**src/rtl/elevator_call_latch_if.sv**
```systemverilog
// Button, door/floor feedback and call-lamp bundle between the elevator
// controller and its call latch stage.
interface elevator_call_latch_if;
  logic i_btn_h1_up;
  logic i_btn_h2_up;
  logic i_btn_h2_dn;
  logic i_btn_h3_dn;
  logic i_btn_c1;
  logic i_btn_c2;
  logic i_btn_c3;
  logic i_open;
  logic i_floor_r;
  logic i_floor_g;
  logic i_floor_b;
  logic i_dir_up;
  logic i_dir_dn;
  logic o_led0;
  logic o_led1;
  logic o_led2;
  logic o_led3;
  logic o_led6;
  logic o_led7;
  logic o_led8;
  logic o_call_pending;

  modport master (
    output i_btn_h1_up, i_btn_h2_up, i_btn_h2_dn, i_btn_h3_dn,
    output i_btn_c1, i_btn_c2, i_btn_c3,
    output i_open, i_floor_r, i_floor_g, i_floor_b, i_dir_up, i_dir_dn,
    input  o_led0, o_led1, o_led2, o_led3, o_led6, o_led7, o_led8,
    input  o_call_pending
  );

  modport slave (
    input  i_btn_h1_up, i_btn_h2_up, i_btn_h2_dn, i_btn_h3_dn,
    input  i_btn_c1, i_btn_c2, i_btn_c3,
    input  i_open, i_floor_r, i_floor_g, i_floor_b, i_dir_up, i_dir_dn,
    output o_led0, o_led1, o_led2, o_led3, o_led6, o_led7, o_led8,
    output o_call_pending
  );
endinterface

```
**src/rtl/elevator_call_latch.sv**
```systemverilog
// Synchronises and debounces seven call buttons, latches presses into lamps and
// clears lamps when the car is at the floor with its door open.
module elevator_call_latch #(
  parameter int unsigned DEBOUNCE = 16,
  parameter int unsigned CNT_W    = 16
) (
  input logic                  clk,
  input logic                  rst,
  elevator_call_latch_if.slave bus
);

  localparam int unsigned NCH = 7;

  // Channel order: h1_up, h2_up, h2_dn, h3_dn, c1, c2, c3 (lamps 0,1,2,3,6,7,8)
  logic [NCH-1:0] w_btn;
  logic [NCH-1:0] w_set;
  logic [NCH-1:0] w_clr;
  logic           w_floor_valid;

  logic [NCH-1:0] r_s1;
  logic [NCH-1:0] r_s2;
  logic [NCH-1:0] r_deb;
  logic [NCH-1:0] r_deb_d;
  logic [NCH-1:0] r_latch;
  logic [CNT_W-1:0] r_cnt [NCH];
  logic           r_pending;

  assign w_btn = {bus.i_btn_c3, bus.i_btn_c2, bus.i_btn_c1, bus.i_btn_h3_dn,
                  bus.i_btn_h2_dn, bus.i_btn_h2_up, bus.i_btn_h1_up};

  assign w_set = r_deb & ~r_deb_d;

  always_comb begin
    w_floor_valid = 1'b0;
    case ({bus.i_floor_r, bus.i_floor_g, bus.i_floor_b})
      3'b100, 3'b010, 3'b001: w_floor_valid = 1'b1;
      default:                w_floor_valid = 1'b0;
    endcase
  end

  always_comb begin
    w_clr = '0;
    if (bus.i_open && w_floor_valid) begin
      if (bus.i_floor_r) begin
        w_clr[0] = 1'b1;
        w_clr[4] = 1'b1;
      end
      if (bus.i_floor_g) begin
        w_clr[5] = 1'b1;
        // Middle floor: only the hall call matching travel direction, both when idle
        if (bus.i_dir_up && !bus.i_dir_dn) begin
          w_clr[1] = 1'b1;
        end else if (bus.i_dir_dn && !bus.i_dir_up) begin
          w_clr[2] = 1'b1;
        end else begin
          w_clr[1] = 1'b1;
          w_clr[2] = 1'b1;
        end
      end
      if (bus.i_floor_b) begin
        w_clr[3] = 1'b1;
        w_clr[6] = 1'b1;
      end
    end
  end

  always_ff @(posedge clk) begin
    if (rst) begin
      r_s1      <= '0;
      r_s2      <= '0;
      r_deb     <= '0;
      r_deb_d   <= '0;
      r_latch   <= '0;
      r_pending <= 1'b0;
      for (int i = 0; i < NCH; i++) begin
        r_cnt[i] <= '0;
      end
    end else begin
      r_s1    <= w_btn;
      r_s2    <= r_s1;
      r_deb_d <= r_deb;
      for (int i = 0; i < NCH; i++) begin
        if (r_s2[i] == r_deb[i]) begin
          r_cnt[i] <= '0;
        end else if (r_cnt[i] == CNT_W'(DEBOUNCE - 1)) begin
          r_deb[i] <= r_s2[i];
          r_cnt[i] <= '0;
        end else begin
          r_cnt[i] <= r_cnt[i] + CNT_W'(1);
        end
      end
      // Clear beats set so a press at the open, serviced floor is ignored
      r_latch   <= (r_latch | w_set) & ~w_clr;
      r_pending <= |r_latch;
    end
  end

  assign bus.o_led0         = r_latch[0];
  assign bus.o_led1         = r_latch[1];
  assign bus.o_led2         = r_latch[2];
  assign bus.o_led3         = r_latch[3];
  assign bus.o_led6         = r_latch[4];
  assign bus.o_led7         = r_latch[5];
  assign bus.o_led8         = r_latch[6];
  assign bus.o_call_pending = r_pending;

endmodule

```
**src/flat_wrapper.sv**
```systemverilog
// flat-port wrapper written by rule: the top's interface ports become plain ports
module elevator_call_latch_flat 
#(
  parameter int unsigned DEBOUNCE = 16,
  parameter int unsigned CNT_W    = 16
)
  (clk, rst, bus_i_btn_h1_up, bus_i_btn_h2_up, bus_i_btn_h2_dn, bus_i_btn_h3_dn, bus_i_btn_c1, bus_i_btn_c2, bus_i_btn_c3, bus_i_open, bus_i_floor_r, bus_i_floor_g, bus_i_floor_b, bus_i_dir_up, bus_i_dir_dn, bus_o_led0, bus_o_led1, bus_o_led2, bus_o_led3, bus_o_led6, bus_o_led7, bus_o_led8, bus_o_call_pending);
  elevator_call_latch_if bus_i ();
  input logic clk;
  input logic rst;
  input wire logic [$bits(bus_i.i_btn_h1_up)-1:0] bus_i_btn_h1_up;
  input wire logic [$bits(bus_i.i_btn_h2_up)-1:0] bus_i_btn_h2_up;
  input wire logic [$bits(bus_i.i_btn_h2_dn)-1:0] bus_i_btn_h2_dn;
  input wire logic [$bits(bus_i.i_btn_h3_dn)-1:0] bus_i_btn_h3_dn;
  input wire logic [$bits(bus_i.i_btn_c1)-1:0] bus_i_btn_c1;
  input wire logic [$bits(bus_i.i_btn_c2)-1:0] bus_i_btn_c2;
  input wire logic [$bits(bus_i.i_btn_c3)-1:0] bus_i_btn_c3;
  input wire logic [$bits(bus_i.i_open)-1:0] bus_i_open;
  input wire logic [$bits(bus_i.i_floor_r)-1:0] bus_i_floor_r;
  input wire logic [$bits(bus_i.i_floor_g)-1:0] bus_i_floor_g;
  input wire logic [$bits(bus_i.i_floor_b)-1:0] bus_i_floor_b;
  input wire logic [$bits(bus_i.i_dir_up)-1:0] bus_i_dir_up;
  input wire logic [$bits(bus_i.i_dir_dn)-1:0] bus_i_dir_dn;
  output wire logic [$bits(bus_i.o_led0)-1:0] bus_o_led0;
  output wire logic [$bits(bus_i.o_led1)-1:0] bus_o_led1;
  output wire logic [$bits(bus_i.o_led2)-1:0] bus_o_led2;
  output wire logic [$bits(bus_i.o_led3)-1:0] bus_o_led3;
  output wire logic [$bits(bus_i.o_led6)-1:0] bus_o_led6;
  output wire logic [$bits(bus_i.o_led7)-1:0] bus_o_led7;
  output wire logic [$bits(bus_i.o_led8)-1:0] bus_o_led8;
  output wire logic [$bits(bus_i.o_call_pending)-1:0] bus_o_call_pending;
  assign bus_i.i_btn_h1_up = bus_i_btn_h1_up;
  assign bus_i.i_btn_h2_up = bus_i_btn_h2_up;
  assign bus_i.i_btn_h2_dn = bus_i_btn_h2_dn;
  assign bus_i.i_btn_h3_dn = bus_i_btn_h3_dn;
  assign bus_i.i_btn_c1 = bus_i_btn_c1;
  assign bus_i.i_btn_c2 = bus_i_btn_c2;
  assign bus_i.i_btn_c3 = bus_i_btn_c3;
  assign bus_i.i_open = bus_i_open;
  assign bus_i.i_floor_r = bus_i_floor_r;
  assign bus_i.i_floor_g = bus_i_floor_g;
  assign bus_i.i_floor_b = bus_i_floor_b;
  assign bus_i.i_dir_up = bus_i_dir_up;
  assign bus_i.i_dir_dn = bus_i_dir_dn;
  assign bus_o_led0 = bus_i.o_led0;
  assign bus_o_led1 = bus_i.o_led1;
  assign bus_o_led2 = bus_i.o_led2;
  assign bus_o_led3 = bus_i.o_led3;
  assign bus_o_led6 = bus_i.o_led6;
  assign bus_o_led7 = bus_i.o_led7;
  assign bus_o_led8 = bus_i.o_led8;
  assign bus_o_call_pending = bus_i.o_call_pending;
  elevator_call_latch #(.DEBOUNCE(DEBOUNCE), .CNT_W(CNT_W)) u_core (.clk(clk), .rst(rst), .bus(bus_i));
endmodule
```
**config.mk**
```make
export PLATFORM = sky130hd
export DESIGN_NAME = elevator_call_latch_flat
export DESIGN_NICKNAME = d
export VERILOG_FILES = /design/src/rtl/elevator_call_latch_if.sv /design/src/rtl/elevator_call_latch.sv /design/src/flat_wrapper.sv
export SDC_FILE = /design/constraint.sdc
export NUM_CORES = 1
export LEC_CHECK = 0
export ABC_AREA = 0
export CAP_MARGIN = 20
export CORE_MARGIN = 5
export CORE_UTILIZATION = 30
export CTS_BUF_LIST = sky130_fd_sc_hd__clkbuf_2 sky130_fd_sc_hd__clkbuf_4 sky130_fd_sc_hd__clkbuf_8
export CTS_CLUSTER_SIZE = 14
export DETAILED_ROUTE_END_ITERATION = 8
export GPL_ROUTABILITY_DRIVEN = 0
export PLACE_DENSITY = 0.55
export SLEW_MARGIN = 20
export SYNTH_ARGS = -nofsm -noshare
export SYNTH_HDL_FRONTEND = slang
export SYNTH_SLANG_ARGS = --single-unit
```
**constraint.sdc**
```tcl
create_clock -name clk -period 5.33 [get_ports clk]
set_input_delay 1.066 -clock clk [delete_from_list [all_inputs] [get_ports clk]]
set_output_delay 1.066 -clock clk [all_outputs]
set_load 0.02 [all_outputs]
```
==> metrics.csv, run 1 <==
stage,metric,value,unit
global_route,initial antenna violation count,1,
timing,unrepaired setup endpoints after global routing,false,
routing,drt wl/cell,11.2,um
logic_synthesis,post-synthesis cell count,666,
layout,Finished Layout Cells,1135,
logic_synthesis,count of cell types in the netlist,38,
critical_path,CP Capture Type,output port,
layout,Reg area,4080,um^2
critical_path,CP max stage delay,0.66,ns
cts,clk sink count,148,
layout,footprint of the multi-input gates,3350,um^2
timing,Final min period,2.59,ns
cts,Skew-Pair Late Insertion Delay,0.44,ns
logic_synthesis,"EDFF count, synth",112,
critical_path,worst setup path category,reg -> out,
timing,Worst-Margin Slew,0.620,ns
global_route,GRT Overall Usage,0.101,
floorplan,Die H,164,um
hold_path,hold_sp,u_core.r_s1[6],
timing,fin crit share,0.487,
cts,clock buffer depth,2,
critical_path,crit start category,register,
logic_synthesis,sequential area share after synthesis,0.570,
layout,most frequent cells in the layout,"120 x nor2_1, 112 x edfxtp_1, 112 x conb_1",
cts,total setup buffers inserted after CTS,0,
cts,CTS root buffer,clkbuf_8,
timing,"crit path setup slack, layout",2.74,ns
critical_path,end of the worst register-to-register path,u_core.r_cnt[0][5],
timing,maximum clock rate,386,MHz
timing,setup_tns,0,ns
global_route,largest net degree at the start of global routing,28,
layout,layout cells sized above 1,0.0466,
routing,Pre-Repair DR Iteration Count,4,
timing,final hold vios,0,
critical_path,Max Fanout on Critical Path,3,
power,VDD IR-drop max,0.179,mV
logic_synthesis,Syn Std Cell Area,7160,um^2
logic_synthesis,synth warn,0,
hold_path,Hold EP,u_core.r_s2[6],
floorplan,die area,27100,um^2
critical_path,CP max stage cell,clkdlybuf4s50_1,
critical_path,flop-to-flop setup slack,3.21,ns
critical_path,Worst Path Required,4.26,ns
job,MaxCap Viol Count,0,
power,Leakage,2.90,nW
critical_path,r2r worst-path depth,4,
timing,Final setup viols,0,
cts,total CTS buffers,17,
hold_path,Hold Path Class,reg -> reg,
cts,CTS tree,built,
cts,Clock transition at path regs,0.08,ns
placement,Post-Place Worst Slack,2.58,ns
timing,Max-slew headroom,0.581,
cts,cts hold-fix bufs,0,
cts,Post-CTS Resized,0,
routing,number of routed nets with antenna violations,0,
power,Sequential Power Share,0.570,
logic_synthesis,Avg Inst Size Synth,10.8,um^2
critical_path,CP Data Arrival Time,1.53,ns
critical_path,CP bufs+invs,1,
timing,Max Slew Vio Count,0,
routing,1st-iter DRT viols,227,
routing,Residual DRC,0,
floorplan,Initial Utilization,0.305,
layout,# nets final,825,
routing,final WL,12.8,mm
global_route,number of global-route vias before repair,4663,
power,Pint,1.76,mW
logic_synthesis,number of synthesized register bits,148,
layout,Fillers,2414,
layout,final instance area,8530,um^2
floorplan,# IOs,23,
power,combinational share of power,0.043,
timing,Fin Hold WS,0.446,ns
layout,"commonest non-fill, non-tap cell in the layout",nor2_1,
global_route,global-route wire length before repair,21.9,mm
floorplan,Placement Rows,56,
placement,area post-placement,8120,um^2
power,Tot Pwr,2.32,mW
layout,final core occ,0.363,
floorplan,Core ar.,23500,um^2
layout,antenna cells,0,
outcome,status,finished clean,
power,sw frac,0.244,
hold_path,Hold Path Stages,1,
routing,via/cell ratio,4.30,
logic_synthesis,asr flop ratio synth,0,
power,P_sw,0.567,mW
timing,worst clock skew,0.0148,ns
critical_path,CP top delay family,buffers and inverters,
floorplan,Chip Width,164,um
cts,CTS H-tree lvls,4,
layout,area added between synthesis and finish,19.1,%
logic_synthesis,top_reg_cell synth,edfxtp_1,
placement,Placed Cells,1103,
critical_path,worst r2r src,u_core.r_cnt[0][10],
routing,total number of vias,4886,
global_route,Overflow after GRT,0,
placement,dpl hpwl,9.03,mm
critical_path,crit path cell chain,clkdlybuf4s50_1,
placement,IO Port Bufs,22,
power,Pwr Density,272,nW/um^2
power,Clock power frac,0.388,
[synthesized netlist by cell type (all sizes together) (2+ instances only)]
cell type,instances,area (um^2)
xor2,19,166
ha,7,87.6
nor2,120,450
o31ai,2,15.0
buf,2,26.3
inv,18,67.6
a211oi,2,15.0
nand3,34,170
dfxtp,36,721
and3,18,114
and4,5,43.8
or3,3,18.8
or4,6,48.8
nor4,41,257
o21a,2,15.0
mux2i,7,70.1
nand2b,2,12.5
nor4bb,2,20.0
nor2b,23,144
nand2,30,120
a21oi,12,60.1
nand4b,3,26.3
xnor2,80,701
o21ai,3,15.0
nand4,26,163
clkbuf,14,52.6
edfxtp,112,3360
nor3,31,155
[worst max-delay path by stage]
stage,from,endpoint,slack [ns],cells past startpoint
after detailed placement,rst,u_core.r_cnt[3][6],2.58,5
after global routing,u_core.r_latch[1],bus_o_led1,2.64,1
after floorplan,u_core.r_cnt[0][10],u_core.r_cnt[0][6],3.29,5
after global placement,rst,u_core.r_cnt[3][12],2.59,5
final,u_core.r_latch[1],bus_o_led1,2.74,1
after CTS,u_core.r_latch[1],bus_o_led1,2.65,1
[kinds of logic (layout without fill, tap and decap cells)]
group           after synthesis  after routing  synth area share
other cells                   1            112          0.000524
fa+ha+maj                     7              7            0.0122
mux                           7              7           0.00979
flops                       148            148             0.570
compound gates               23             23            0.0189
xor+xnor                     99             99             0.121
buf+inv                      34             73            0.0204
simple gates                347            347             0.247
[metal layers]
| layer | up-vias | part of all wire | track usage |
|---|---|---|---|
| met5 | - | 0 | 0 |
| met4 | 0 | 0.012 | 0.0340 |
| met3 | 11 | 0.026 | 0.0267 |
| met2 | 50 | 0.43 | 0.154 |
| met1 | 2258 | 0.53 | 0.138 |
| li1 | 2567 | - | - |
[power by group through the flow]
| stage | clock network, mW | registers [mW] | logic, mW |
|---|---|---|---|
| floorplan | 0 | 1.34 | 0.0772 |
| global placement | 0 | 1.35 | 0.0981 |
| detailed placement | 0 | 1.35 | 0.0977 |
| CTS | 0.936 | 1.32 | 0.0986 |
| global route | 0.987 | 1.33 | 0.114 |
| finish | 0.901 | 1.32 | 0.0989 |
[registers in the layout (all words and copies together) (netlist names)]
signal,cells
u_core.r_latch,7
u_core.bus.o_call_pending,1
u_core.r_s2,7
u_core.r_deb,7
u_core.r_cnt,112
u_core.r_s1,7
u_core.r_deb_d,7
[final cells by class]
class                           count  area share
Clock buffer                       17      0.0274
Sequential cell                   148       0.479
Inverter                           18     0.00792
Tap cell                          319      0.0468
Clock inverter                     15      0.0201
Multi-Input combinational cell    595       0.393
Timing Repair Buffer               23      0.0261
Power figures use the tool's default switching activity.
==> inputs of run 2 (changes only) <==
--- a/config.mk
+++ b/config.mk
@@ -13,7 +13,7 @@
 export CTS_CLUSTER_SIZE = 14
 export DETAILED_ROUTE_END_ITERATION = 8
 export GPL_ROUTABILITY_DRIVEN = 0
-export PLACE_DENSITY = 0.55
+export PLACE_DENSITY = 0.56
 export SLEW_MARGIN = 20
 export SYNTH_ARGS = -nofsm -noshare
 export SYNTH_HDL_FRONTEND = slang
==> constraint.sdc (replaced) <==
create_clock -name clk -period 2.2 [get_ports clk]
set_input_delay 0.44 -clock clk [delete_from_list [all_inputs] [get_ports clk]]
set_output_delay 0.44 -clock clk [all_outputs]
set_load 0.02 [all_outputs]
==> run 2 against run 1 <==
  * First-iteration DRC count decreased by 11%
  * Clock-buffer cell count up 10
  * Flip-flop and latch count did not move
  * Clock skew decreased by 0.0042 ns
  * Critical path depth rose by 3
  * Sequential power increased by 140%
  * Combinational power rose to 2.6 times the previous value
  * Die area stayed put
  * Global-route usage rose by 0.20 points
==> metrics.csv, run 2 (synthesized netlist as in run 1, its figures left out) <==
stage,metric,value,unit,change
placement,dpl hpwl,9.34,mm,was 9.03 mm
floorplan,Placement Rows,56,,unchanged
floorplan,Die H,164,um,unchanged
layout,# nets final,843,,was 825
cts,clock buffer depth,2,,unchanged
routing,Pre-Repair DR Iteration Count,4,,unchanged
layout,antenna cells,0,,unchanged
critical_path,CP max stage cell,or4_4,,was clkdlybuf4s50_1
critical_path,crit start category,register,,unchanged
critical_path,end of the worst register-to-register path,u_core.r_cnt[0][10],,was u_core.r_cnt[0][5]
timing,fin crit share,0.946,,
power,Leakage,2.99,nW,was 2.90 nW
timing,unrepaired setup endpoints after global routing,false,,unchanged
timing,final hold vios,0,,unchanged
timing,maximum clock rate,481,MHz,
floorplan,Core ar.,23500,um^2,unchanged
placement,Post-Place Worst Slack,0.145,ns,was 2.58 ns
cts,CTS root buffer,clkbuf_8,,unchanged
routing,final WL,13.0,mm,was 12.8 mm
timing,setup_tns,0,ns,unchanged
layout,"commonest non-fill, non-tap cell in the layout",nor2_1,,unchanged
critical_path,Max Fanout on Critical Path,14,,was 3
critical_path,worst r2r src,u_core.r_cnt[0][9],,was u_core.r_cnt[0][10]
hold_path,Hold Path Stages,2,,was 1
routing,drt wl/cell,11.2,um,about the same
cts,total setup buffers inserted after CTS,0,,unchanged
hold_path,hold_sp,rst,,was u_core.r_s1[6]
floorplan,# IOs,23,,unchanged
critical_path,flop-to-flop setup slack,0.12,ns,was 3.21 ns
critical_path,r2r worst-path depth,4,,unchanged
global_route,global-route wire length before repair,22.4,mm,was 21.9 mm
layout,area added between synthesis and finish,20.9,%,was 19.1%
routing,total number of vias,5033,,was 4886
timing,Final min period,2.08,ns,
timing,"crit path setup slack, layout",0.119,ns,was 2.74 ns
power,VDD IR-drop max,0.347,mV,was 0.179 mV
cts,total CTS buffers,17,,unchanged
layout,Largest Register,u_core.r_cnt,,unchanged
cts,Post-CTS Resized,0,,unchanged
floorplan,Initial Utilization,0.305,,unchanged
layout,final core occ,0.369,,was 0.363
critical_path,worst setup path category,reg -> reg,,was reg -> out
cts,Clock transition at path regs,0.07,ns,was 0.08 ns
routing,1st-iter DRT viols,201,,was 227
cts,CTS tree,built,,unchanged
critical_path,Worst Path Required,2.39,ns,was 4.26 ns
layout,most frequent cells in the layout,"120 x nor2_1, 112 x edfxtp_1, 112 x conb_1",,unchanged
global_route,Overflow after GRT,0,,unchanged
cts,clk sink count,148,,unchanged
global_route,number of global-route vias before repair,4726,,was 4663
layout,max FFs per register,112,,unchanged
cts,cts hold-fix bufs,0,,unchanged
hold_path,Hold EP,u_core.r_deb[1],,was u_core.r_s2[6]
power,Pwr Density,648,nW/um^2,was 272 nW/um^2
global_route,GRT Overall Usage,0.103,,was 0.101
cts,CTS H-tree lvls,4,,unchanged
hold_path,Hold Path Class,in -> reg,,was reg -> reg
routing,number of routed nets with antenna violations,0,,unchanged
critical_path,crit path cell chain,or4_1 > or4_4 > nand2_4 > nor2_1,,was clkdlybuf4s50_1
placement,IO Port Bufs,22,,unchanged
timing,worst clock skew,0.0106,ns,was 0.0148 ns
routing,Residual DRC,0,,unchanged
floorplan,die area,27100,um^2,unchanged
cts,Skew-Pair Late Insertion Delay,0.45,ns,was 0.44 ns
floorplan,Chip Width,164,um,unchanged
timing,Max Slew Vio Count,0,,unchanged
global_route,initial antenna violation count,0,,was 1
layout,layout cells sized above 1,0.0671,,was 0.0466
outcome,status,finished clean,,unchanged
global_route,largest net degree at the start of global routing,20,,was 28
critical_path,CP Data Arrival Time,2.27,ns,was 1.53 ns
critical_path,CP Capture Type,register,,was output port
job,MaxCap Viol Count,0,,unchanged
critical_path,CP max stage delay,0.57,ns,was 0.66 ns
timing,Final setup viols,0,,unchanged
routing,via/cell ratio,4.37,,was 4.30
## run 2: worst max-delay path: cells and delay by family, from the launching register on
family	cells	cell delay [ns]
and+or+nand+nor	4	1.38
DFF	1	0.45
## run 2: per-stage QoR
step                      hold WS (ns)  area, um^2  std cells  total power [mW]
after floorplan                  0.414        7580        777              3.43
after global placement           0.418        8260       1121              3.52
after detailed placement         0.427        8260       1121              3.52
after CTS                        0.408        8660       1153              5.69
after global routing             0.407        8660       1153              5.87
final                            0.413        8660       1153              5.62
## run 2: per-layer routing
metal  up-vias  track usage  share of wire
met5         -            0              0
met3         9       0.0285          0.041
met2        74        0.155           0.45
met1      2349        0.143           0.49
met4         0       0.0329          0.010
li1       2601            -              -
## run 2: layout make-up
| class | instances | area (um^2) |
|---|---|---|
| flip-flops and latches | 148 | 4080 |
| multi-input cells | 595 | 3350 |
| repair buffers | 41 | 358 |
| clock inverters | 5 | 76.3 |
| inverters | 18 | 67.6 |
| clock buffers | 27 | 328 |
| well taps | 319 | 399 |
| fillers | 2359 | 14800 |
## run 2: worst max-delay path by stage
stage / slack (ns) / cells after the start / startpoint / endpoint
CTS: 0.13 / 4 / u_core.r_cnt[0][9] / u_core.r_cnt[0][10]
finish: 0.12 / 4 / u_core.r_cnt[0][9] / u_core.r_cnt[0][10]
detailed placement: 0.15 / 4 / u_core.r_cnt[0][9] / u_core.r_cnt[0][10]
global placement: 0.17 / 4 / u_core.r_cnt[0][9] / u_core.r_cnt[0][7]
floorplan: 0.16 / 5 / u_core.r_cnt[0][10] / u_core.r_cnt[0][6]
global route: 0.08 / 4 / u_core.r_cnt[0][9] / u_core.r_cnt[0][14]
## run 2: report_power, final
group / internal, mW / switching [mW] / leakage (nW)
clock: 1.19 / 0.966 / 0.217
combinational: 0.121 / 0.137 / 1.33
sequential: 3.10 / 0.104 / 1.45
==> inputs of run 3 (changes only) <==
--- a/config.mk
+++ b/config.mk
@@ -9,7 +9,7 @@
 export CAP_MARGIN = 20
 export CORE_MARGIN = 5
 export CORE_UTILIZATION = 30
-export CTS_BUF_LIST = sky130_fd_sc_hd__clkbuf_2 sky130_fd_sc_hd__clkbuf_4 sky130_fd_sc_hd__clkbuf_8
+export CTS_BUF_LIST = sky130_fd_sc_hd__clkbuf_16
 export CTS_CLUSTER_SIZE = 14
 export DETAILED_ROUTE_END_ITERATION = 8
 export GPL_ROUTABILITY_DRIVEN = 0
==> run 3 against run 2 <==
  * Final cell count stayed put
  * Register-to-register slack hardly changed
  * First-iteration DRC count is 7.0% higher
  * Fmax is 0.13% lower
  * Worst setup slack worse by 0.0028 ns
  * Non-clock buffer count stayed put
  * Wire length is 0.30% lower
  * Die area stayed put
  * Global-route usage hardly changed
  * Power is 7.9% higher
  * Combinational power hardly changed
  * Sequential power hardly changed
==> metrics.csv, run 3 (synthesized netlist as in run 1, its figures left out) <==
stage,metric,value,unit,change
outcome,status,finished clean,,unchanged
layout,# nets final,843,,unchanged
global_route,global-route wire length before repair,22.3,mm,was 22.4 mm
layout,area added between synthesis and finish,22.7,%,was 20.9%
layout,Largest Register,u_core.r_cnt,,unchanged
power,P_sw,1.30,mW,was 1.21 mW
cts,Post-CTS Resized,0,,unchanged
timing,Max Slew Vio Count,0,,unchanged
cts,clk sink count,148,,unchanged
floorplan,Placement Rows,56,,unchanged
layout,antenna cells,0,,unchanged
power,sw frac,0.215,,about the same
global_route,initial antenna violation count,0,,unchanged
routing,Pre-Repair DR Iteration Count,4,,unchanged
timing,final hold vios,0,,unchanged
global_route,number of global-route vias before repair,4698,,was 4726
hold_path,Hold Path Class,reg -> reg,,was in -> reg
floorplan,Chip Width,164,um,unchanged
critical_path,r2r worst-path depth,4,,unchanged
layout,Reg area,4080,um^2,unchanged
floorplan,Core ar.,23500,um^2,unchanged
timing,maximum clock rate,480,MHz,was 481 MHz
timing,unrepaired setup endpoints after global routing,false,,unchanged
timing,worst clock skew,0.00839,ns,was 0.0106 ns
timing,Worst-Margin Slew,0.497,ns,
cts,CTS tree,built,,unchanged
timing,fin crit share,0.947,,was 0.946
power,Leakage,3.07,nW,was 2.99 nW
layout,max FFs per register,112,,unchanged
hold_path,Hold Path Stages,1,,was 2
power,Pint,4.76,mW,was 4.41 mW
critical_path,crit start category,register,,unchanged
placement,IO Port Bufs,22,,unchanged
routing,1st-iter DRT viols,215,,was 201
critical_path,Max Fanout on Critical Path,14,,unchanged
floorplan,die area,27100,um^2,unchanged
cts,total CTS buffers,17,,unchanged
cts,cts hold-fix bufs,0,,unchanged
critical_path,worst setup path category,reg -> reg,,unchanged
routing,final WL,12.9,mm,was 13.0 mm
critical_path,CP Data Arrival Time,2.25,ns,was 2.27 ns
placement,dpl hpwl,9.34,mm,unchanged
power,Clock power frac,0.428,,was 0.383
floorplan,# IOs,23,,unchanged
global_route,Overflow after GRT,0,,unchanged
cts,Skew-Pair Late Insertion Delay,0.42,ns,was 0.45 ns
floorplan,Initial Utilization,0.305,,unchanged
timing,setup_tns,0,ns,unchanged
layout,footprint of the multi-input gates,3350,um^2,unchanged
cts,CTS H-tree lvls,4,,unchanged
timing,Max-slew headroom,0.668,,
cts,CTS root buffer,clkbuf_16,,was clkbuf_8
critical_path,CP Capture Type,register,,unchanged
cts,Clock transition at path regs,0.06,ns,was 0.07 ns
floorplan,Die H,164,um,unchanged
cts,total setup buffers inserted after CTS,0,,unchanged
layout,most frequent cells in the layout,"120 x nor2_1, 112 x edfxtp_1, 112 x conb_1",,unchanged
cts,clock buffer depth,2,,unchanged
global_route,largest net degree at the start of global routing,20,,unchanged
critical_path,Worst Path Required,2.36,ns,was 2.39 ns
power,combinational share of power,0.043,,was 0.046
layout,layout cells sized above 1,0.0576,,was 0.0671
timing,Final min period,2.08,ns,about the same
routing,Residual DRC,0,,unchanged
layout,"commonest non-fill, non-tap cell in the layout",nor2_1,,unchanged
power,Sequential Power Share,0.530,,was 0.571
job,MaxCap Viol Count,0,,unchanged
routing,total number of vias,5016,,was 5033
layout,Fillers,2353,,was 2359
routing,via/cell ratio,4.35,,was 4.37
power,Pwr Density,690,nW/um^2,was 648 nW/um^2
routing,drt wl/cell,11.2,um,about the same
power,Tot Pwr,6.06,mW,was 5.62 mW
power,VDD IR-drop max,0.526,mV,was 0.347 mV
timing,Final setup viols,0,,unchanged
routing,number of routed nets with antenna violations,0,,unchanged
global_route,GRT Overall Usage,0.102,,was 0.103
## run 3: changes by cell type in the layout (fill, tap and decap cells not counted)
cell,previous run,this run
bufinv_16,2,0
clkinv_1,0,1
clkbuf_16,0,19
clkbuf_8,20,0
clkbuf_4,7,0
inv_1,18,25
inv_2,0,2
## run 3: through the flow
| stage | util | hold slack, ns | cells | area, um^2 | worst slack [ns] |
|---|---|---|---|---|---|
| floorplan | - | 0.414 | 777 | 7580 | 0.155 |
| global placement | 0.352 | 0.418 | 1121 | 8260 | 0.169 |
| detailed placement | 0.352 | 0.427 | 1121 | 8260 | 0.145 |
| CTS | 0.374 | 0.440 | 1153 | 8780 | 0.136 |
| global route | 0.374 | 0.451 | 1153 | 8780 | 0.0783 |
| finish | 0.374 | 0.436 | 1153 | 8780 | 0.116 |
## run 3: worst max-delay path, cell delays in order (launching register included)
cell,delay (ns)
edfxtp_1,0.45
or4_1,0.55
or4_4,0.57
nand2_4,0.18
nor2_1,0.08
## run 3: layout make-up
cell class | instances | area share
Sequential cell | 148 | 0.465
Multi-Input combinational cell | 595 | 0.381
Clock buffer | 19 | 0.0541
Tap cell | 319 | 0.0454
Timing Repair Buffer | 41 | 0.0407
Inverter | 18 | 0.00769
Clock inverter | 13 | 0.00612
## run 3: final timing paths
check / slack [ns] / endpoint / start
hold / removal: 0.44 / u_core.r_s2[6] / u_core.r_s1[6]
hold reg to reg: 0.44 / u_core.r_s2[6] / u_core.r_s1[6]
setup / recovery: 0.12 / u_core.r_cnt[0][10] / u_core.r_cnt[0][9]
setup reg to reg: 0.12 / u_core.r_cnt[0][10] / u_core.r_cnt[0][9]
## run 3: metal layers
layer / global-route usage / wire length [um] / vias up
met5: 0 / 0 / -
met4: 0.0329 / 181 / 0
met3: 0.0285 / 521 / 22
met2: 0.155 / 5780 / 58
met1: 0.142 / 6440 / 2334
li1: - / - / 2602
## run 3: power groups by stage
stage	clock, mW	combinational (mW)	sequential (mW)
final	2.59	0.258	3.21
after global routing	2.79	0.300	3.23
after CTS	2.67	0.257	3.21
after detailed placement	0	0.255	3.27
after global placement	0	0.256	3.26
after floorplan	0	0.187	3.24
